==> src/rtl/alarm_beep_scheduler.sv <==
// Shares one buzzer between four alarm sources with per-source on/off cadence,
// strict index priority with preemption, and a timed operator mute.
module alarm_beep_scheduler #(
  parameter int unsigned TICK_DIV = 50_000,
  parameter int unsigned MUTE_MS  = 10_000
) (
  input  logic       clk,
  input  logic       rst_n,
  input  logic [3:0] alarm_req,
  input  logic       mute_pulse,
  output logic       beep,
  output logic [1:0] active_src,
  output logic       alarm_active,
  output logic       muted
);

  localparam int unsigned PW = (TICK_DIV > 1) ? $clog2(TICK_DIV) : 1;

  typedef enum logic [1:0] {S_IDLE, S_ON, S_OFF, S_MUTED} state_t;

  state_t        state_q, state_d;
  logic [1:0]    src_q, src_d;
  logic [3:0]    mute_set_q, mute_set_d;
  logic [PW-1:0] presc_q, presc_d;
  logic [15:0]   ms_q, ms_d;
  logic          beep_q, beep_d;

  logic          restart;
  logic          tick;
  logic [3:0]    unmasked;
  logic [3:0]    fresh;
  logic          preempt;

  function automatic logic [1:0] winner(input logic [3:0] r);
    logic [1:0] w;
    w = 2'd0;
    if (r[3])      w = 2'd3;
    else if (r[2]) w = 2'd2;
    else if (r[1]) w = 2'd1;
    return w;
  endfunction

  function automatic logic [3:0] above_mask(input logic [1:0] s);
    logic [3:0] m;
    case (s)
      2'd0:    m = 4'b1110;
      2'd1:    m = 4'b1100;
      2'd2:    m = 4'b1000;
      default: m = 4'b0000;
    endcase
    return m;
  endfunction

  function automatic logic [15:0] on_ms(input logic [1:0] s);
    logic [15:0] d;
    case (s)
      2'd0:    d = 16'd200;
      2'd1:    d = 16'd200;
      2'd2:    d = 16'd100;
      default: d = 16'hFFFF;
    endcase
    return d;
  endfunction

  // src3 has no OFF phase of its own; its drop-out uses the src2 gap.
  function automatic logic [15:0] off_ms(input logic [1:0] s);
    logic [15:0] d;
    case (s)
      2'd0:    d = 16'd800;
      2'd1:    d = 16'd300;
      default: d = 16'd100;
    endcase
    return d;
  endfunction

  assign tick     = (presc_q == PW'(TICK_DIV - 1));
  assign unmasked = alarm_req & ~mute_set_q;
  assign fresh    = alarm_req & ~mute_set_q;
  assign preempt  = |(unmasked & above_mask(src_q));

  always_comb begin
    state_d    = state_q;
    src_d      = src_q;
    mute_set_d = mute_set_q;
    restart    = 1'b0;
    case (state_q)
      S_IDLE: begin
        restart = 1'b1;
        if (|unmasked) begin
          state_d = S_ON;
          src_d   = winner(unmasked);
        end
      end
      S_ON, S_OFF: begin
        // Precedence: mute, then preemption, then phase expiry.
        if (mute_pulse) begin
          state_d    = S_MUTED;
          mute_set_d = alarm_req;
          restart    = 1'b1;
        end else if (preempt) begin
          state_d = S_ON;
          src_d   = winner(unmasked);
          restart = 1'b1;
        end else if (state_q == S_ON) begin
          if (src_q == 2'd3) begin
            if (!unmasked[3]) begin
              state_d = S_OFF;
              restart = 1'b1;
            end
          end else if (tick && (ms_q == on_ms(src_q) - 16'd1)) begin
            state_d = S_OFF;
            restart = 1'b1;
          end
        end else if (tick && (ms_q == off_ms(src_q) - 16'd1)) begin
          restart = 1'b1;
          if (|unmasked) begin
            state_d = S_ON;
            src_d   = winner(unmasked);
          end else begin
            state_d = S_IDLE;
          end
        end
      end
      S_MUTED: begin
        mute_set_d = mute_set_q & alarm_req;
        if (|fresh) begin
          state_d    = S_ON;
          src_d      = winner(fresh);
          mute_set_d = 4'b0000;
          restart    = 1'b1;
        end else if (tick && (ms_q == 16'(MUTE_MS) - 16'd1)) begin
          state_d    = S_IDLE;
          mute_set_d = 4'b0000;
          restart    = 1'b1;
        end
      end
      default: begin
        state_d = S_IDLE;
        restart = 1'b1;
      end
    endcase

    if (restart) begin
      presc_d = '0;
      ms_d    = 16'd0;
    end else if (tick) begin
      presc_d = '0;
      ms_d    = (ms_q == 16'hFFFF) ? ms_q : ms_q + 16'd1;
    end else begin
      presc_d = presc_q + PW'(1);
      ms_d    = ms_q;
    end

    beep_d = (state_d == S_ON);
  end

  always_ff @(posedge clk or negedge rst_n) begin
    if (!rst_n) begin
      state_q    <= S_IDLE;
      src_q      <= 2'd0;
      mute_set_q <= 4'b0000;
      presc_q    <= '0;
      ms_q       <= 16'd0;
      beep_q     <= 1'b0;
    end else begin
      state_q    <= state_d;
      src_q      <= src_d;
      mute_set_q <= mute_set_d;
      presc_q    <= presc_d;
      ms_q       <= ms_d;
      beep_q     <= beep_d;
    end
  end

  assign beep         = beep_q;
  assign active_src   = src_q;
  assign alarm_active = (state_q == S_ON) || (state_q == S_OFF);
  assign muted        = (state_q == S_MUTED);

endmodule

==> config.mk <==
export PLATFORM = sky130hd
export DESIGN_NAME = alarm_beep_scheduler
export DESIGN_NICKNAME = d
export VERILOG_FILES = /design/src/rtl/alarm_beep_scheduler.sv
export SDC_FILE = /design/constraint.sdc
export NUM_CORES = 1
export LEC_CHECK = 0
export BUFFER_PORTS_ARGS = -buffer_cell sky130_fd_sc_hd__buf_2
export CAP_MARGIN = 20
export CORE_AREA = 5 5 70 78
export DETAILED_ROUTE_END_ITERATION = 8
export DIE_AREA = 0 0 75 83
export PLACE_DENSITY = 0.75
export SETUP_SLACK_MARGIN = 0.2
export SLEW_MARGIN = 20
export SYNTH_ARGS = -nofsm -noshare
export SYNTH_HDL_FRONTEND = slang
export SYNTH_SLANG_ARGS = --single-unit
==> constraint.sdc <==
create_clock -name clk -period 2.3 [get_ports clk]
set_input_delay 0.46 -clock clk [delete_from_list [all_inputs] [get_ports clk]]
set_output_delay 0.46 -clock clk [all_outputs]
set_load 0.01 [all_outputs]
# --- Word level (Yosys, flattened, before mapping) ---
# Cells that the tools add are included.
totals:
  in_bits: 7
  latchBits: 0
  out_inout_bits: 5
  regBits: 41
  memories: 0
  mem_bits_ro: 0
  ram_bits: 0
  word_cells: 99
classes:
  n_reduce_logical: 16
  order_cmp: 0
  bitwise_logic: 4
  div: 0
  addsub: 4
  eq_ne: 17
  mux: 52
  mul: 0
  shift: 0
ops:
  columns: ["cell", "count"]
  rows:
  - ["$mux 16", 14]
  - ["$mux 2", 17]
  - ["$add 16x1->16 const B", 2]
  - ["$eq 16x16->1", 2]
  - ["$eq 16x16->1 const B", 2]
  - ["$pmux 16 s2", 1]
  - ["$sub 16x1->16 const B", 2]
  - ["$pmux 10 s2", 1]
  - ["$eq 16x14->1 const B", 1]
  - ["$and 4x4->4", 3]
  - ["$mux 4", 3]
  - ["$pmux 4 s3", 1]
  - ["$mux 1", 11]
  - ["$eq 2x2->1 const B", 4]
  - ["$pmux 4 s2", 1]
  - ["$reduce_or 4->1", 2]
  - ["$eq 2x1->1 const B", 3]
  - ["$ne 2x2->1 const B", 3]
  - ["$ne 3x3->1 const B", 2]
  - ["$pmux 2 s3", 1]
  - ["$reduce_or 2->1", 3]
  - ["$logic_not 2->1", 2]
  - ["$not 4->4", 1]
  - ["$pmux 2 s2", 1]
  - ["other kinds (6)", 10]

# --- Logic depth before layout (Yosys ltp) ---
logic_depth:
  depth_word: 19
  mapped_depth: 9
  ltp_nobuf: 8

# --- Worst setup path before layout ---
# OpenSTA, ideal clock, no wires.
synth_timing:
  path_type: "register to register"
  from: "register presc_q[0]"
  to: "register presc_q[4]"
  path_stages_with_launch: 10
  period_less_slack_ns: 2.075
  arrival_time_ns: 1.950
  path_slack_ns: 0.225
  t_required_ns: 2.174
  path_buffers: 2
  setup_ns: 0.126
  path_cell_list: "dfrtp_1 > ha_1 > and3_1 > clkbuf_1 > nand4_1 > o21ai_1 > nand2_1 > a31oi_4 > buf_6 > nor3_1"
synth_between:
  elab_chain_cells: 9
  word_cells_on_any_way: 16
  classes_between: "add/sub: 1; eq/ne: 1; mux: 11; reduce/logical: 3"
synth_rtl:
  columns: ["element", "line_no", "text"]
  rows:
  - ["from (decl)", "24", "logic [PW-1:0] presc_q, presc_d;"]
  - ["from (signal assigned)", "169", "presc_q <= presc_d;"]
  - ["$eq 16x16->1", "76", "assign tick = (presc_q == PW'(TICK_DIV - 1));"]
  - ["$logic_and 1x1->1", "110", "end else if (tick && (ms_q == on_ms(src_q) - 16'd1)) begin"]
  - ["$mux 1", "110", null]
  - ["$mux 1", "105", "if (src_q == 2'd3) begin"]
  - ["$mux 1", "104", "end else if (state_q == S_ON) begin"]
  - ["$mux 1", "100", "end else if (preempt) begin"]
  - ["$mux 1", "96", "if (mute_pulse) begin"]
  - ["$pmux 1 s3", "86", "case (state_q)"]
  - ["$mux 16 *", "143", "if (restart) begin"]
  - ["net presc_d[4]", "24", null]
# The timed path passes the listed nets; every way through them passes the cells marked *.
# A chain may end at the register's enable or synchronous reset.

# --- Final worst setup path ---
layout_timing:
  from: "register presc_q[7]"
  to: "register ms_q[7]"
layout_between:
  elab_chain_cells: 10
  word_cells_on_any_way: 17
  classes_between: "eq/ne: 2; mux: 10; reduce/logical: 5"
layout_rtl:
  columns: ["element", "line_no", "text"]
  rows:
  - ["$eq 16x16->1 *", "76", null]
  - ["$logic_and 1x1->1", "110", null]
  - ["$mux 1", "110", null]
  - ["$mux 1", "105", null]
  - ["$mux 1", "104", null]
  - ["$mux 1", "100", null]
  - ["$mux 1", "96", null]
  - ["$pmux 1 s3", "86", null]
  - ["$ne 2x2->1 (no source line) or $reduce_bool 2->1 (tied branches)", null, null]
  - ["$reduce_and 2->1 (no source line)", null, null]
  - ["to (signal assigned)", "170", "ms_q <= ms_d;"]
  - ["to (decl)", "25", "logic [15:0] ms_q, ms_d;"]
# Mark *: on every way between the ends. The rest lies on a longest branch, timed or not.

==> metrics.txt <==
status=complete, no violations; # diodes=0; global route overflow=0; first-pass GRT wire length=9920 um; DRT iter0 DRCs=216; hpwl dp=4070 um; share of flip-flops with an asynchronous set or reset=1.00; Worst Tran Pin Value=0.443 ns; sequential-to-total area share from yosys stat=0.391; Final Util=0.661; met1 usage=0.266; full die area=0.00623 sq mm; CP bufs+invs=1; vias in the first global route=2,207; via/cell ratio=5.85; gr usage total=0.197; Layout Nets=between 300 and 400; crit-path max cell delay=0.45 ns; CTS H-tree depth=2; Die Wd=75 um; fin cells=378; buffers added on ports=11; met2 Use GR=0.319; synthesized cell area=0.00263 sq mm; Leak=1.22 nW; Worst setup EP type=register; # DRC=0; Final ANT Viol Nets=0; TritonRoute pass-1 iters=4; Synth Area per Inst=slightly below 9 sq um; Setup TNS=0 ns; dominant cells by area after synthesis=dfrtp_1, xnor2_1, nor2_1, nand2_1, xor2_1; clk_skew=0.00545 ns; Most used DFF post-synth=dfrtp_1; CP cell instances=nor4b_4, nand4_1, o21ai_2, nand2_2, a31oi_4, clkbuf_16, a21oi_1; Rows=26; routability congestion estimate from global placement=approximately 0.9; EDFF count, synth=0; Critical Path RT=2.48 ns; family with the most delay on the worst path=simple AND/OR/NAND/NOR gates; share of the synthesized area in the top cell type=0.391; initial antenna violation count=0; Unique masters post-synth=53; Synth Instances=294; Clock Path Buffers=2; RSZ-0062 raised after global routing=true; synthesis-to-finish area growth=15.5%; Inserted Clock Buffers=5; Setup CP Type=register to register; clock transition at the registers of the reported paths=0.08 ns; #FFs+latches synth=41; routed len/inst=15.7 um; Final Power=0.00293 W; WL final=5930 um; Max Fclk=roughly 0.47 GHz; startpoint types=register; IO Pins=12; root buf cell=clkbuf_8; CORE AREA=0.00459 sq mm; synthesized net count=306; Hold Crit Class=primary input to asynchronous set/reset pin; Synth Area in Simple Gates=0.290; WP data arrival=2.30 ns; Most Crowded Layer GR=met2; Power Density=966 mW/mm^2; CTS tree=done; Starting Density=0.572; slowest CP cell=dfrtp_2; die height=83 um; mux share of post-synthesis cell area=0.00381; max_cap viols=0; compound-gate portion of the synthesized area=0.146; Final Cycle Share=0.921; post-route cell area=0.00303 sq mm; final worst path period need=2.12 ns; global routing usage on met3=0.0326; CP max FO=8; final hold vios=0; slew margin rel.=0.702; vias after detailed routing=2,211; largest net degree at the start of global routing=33; Yosys warning count=0; CTS Sinks=just over 40; # placed instances=between 300 and 400; largest family of logic cells by synthesized area=simple AND/OR/NAND/NOR gates; Post-Place Cell Area=between 0.002 and 0.003 sq mm; Synth Area in Adders=0.0238; clk_lat worst skew=0.30 ns; biggest area consumer among synthesized cells=dfrtp_1; Setup violations, final=0; Peak VDD IR=693 uV; share of cells above drive strength 1=0.236; post-synthesis xor/xnor area fraction=0.0968; Slew Limit Fails=0
## cell usage in the layout, fill, tap and decap left out, drive strengths merged, types with 2 or more instances in the layout
cell type  instances
and4               2
nor4               2
nand2             23
buf               32
a21oi             10
nor4bb             3
clkinv             2
nor2b              6
a211oi             2
dfrtp             41
and3              12
nand4              8
nor2              44
and4bb             2
clkbuf             7
or3b               2
xor2               9
inv               14
a31oi              4
o211ai             6
xnor2             20
nand3             13
ha                 5
nand2b             4
a2111oi            2
o22ai              4
nor3              16
o21ai              8
o21a               4
## layer usage
layer	wire, um	up-vias	share of wire
met3	169	9	0.028
li1	-	1089	-
met4	99	0	0.017
met1	2680	1076	0.45
met2	2980	37	0.50
met5	0	-	0
## synthesized netlist by cell type, types with 2 or more instances
| cell | number |
|---|---|
| a21oi_1 | 10 |
| nand2b_1 | 4 |
| o21ai_0 | 6 |
| nand4_1 | 8 |
| inv_1 | 14 |
| nand2_1 | 23 |
| ha_1 | 5 |
| and4_1 | 2 |
| and3_1 | 12 |
| dfrtp_1 | 41 |
| a31oi_1 | 2 |
| nor3_2 | 3 |
| nand3_1 | 13 |
| clkbuf_1 | 7 |
| nor2b_1 | 6 |
| buf_2 | 3 |
| and4bb_2 | 2 |
| o211ai_1 | 6 |
| o22ai_1 | 4 |
| o21a_1 | 4 |
| nor2_1 | 44 |
| nor3_1 | 13 |
| xor2_1 | 9 |
| xnor2_1 | 20 |
| nor4bb_1 | 3 |
| buf_6 | 3 |
## report_power, final
group          switching [W]  internal (W)
sequential         0.0000940      0.000829
clock               0.000259      0.000211
combinational       0.000878      0.000660
## cell type report
type                    count  area (sq um)
inverters                  14          52.6
fillers                   376          1550
multi-input cells         226          1540
well taps                  56          70.1
clock inverters             2          10.0
repair buffers             33           254
clock buffers               6          72.6
flip-flops and latches     41          1030
## worst paths after layout
| kind | from | to | slack [ns] | cells after the start |
|---|---|---|---|---|
| min in group clk | presc_q[0] | presc_q[0] | 0.48 | 1 |
| hold reg to reg | presc_q[0] | presc_q[0] | 0.48 | 1 |
| max in group asynchronous | rst_n | presc_q[10] | 1.69 | 2 |
| hold / removal | rst_n | ms_q[14] | 0.03 | 1 |
| setup / recovery | presc_q[7] | ms_q[7] | 0.18 | 7 |
| setup reg to reg | presc_q[7] | ms_q[7] | 0.18 | 7 |
## through the flow
| step | setup slack (ns) | hold WS (ns) |
|---|---|---|
| floorplan | 0.225 | 0.164 |
| global placement | 0.139 | 0.357 |
| detailed placement | 0.120 | 0.361 |
| CTS | 0.195 | 0.0407 |
| global route | 0.0939 | 0.0399 |
| finish | 0.182 | 0.0302 |
## logic make-up after synthesis
family | count (synthesis)
mux | 1
simple gates | 142
buf+inv | 27
flops | 41
compound gates | 49
fa+ha+maj | 5
xor+xnor | 29
## repair_timing
item                                    4_1_cts  5_1_grt
hold buffers                                  0        0
pin swaps                                     1        6
cloned                                        0        2
buffers inserted                              1        4
endpoints found under the setup margin       35       39
resized for setup                             3       23
## sequential cells by signal (all words and copies together), names as in the netlist
register,count
ms_q,16
presc_q,16
mute_set_q,4
active_src,2
state_q,2
beep,1
## worst reg2reg max path: cells and delay by family (launching register included)
kind                   cells  cell delay (ns)
AND/OR/NAND/NOR            3             0.72
flip-flops                 1             0.45
AO/OA/AOI/OAI              3             0.61
buffers and inverters      1             0.22
Note: power is estimated with default switching activity, not from simulation.
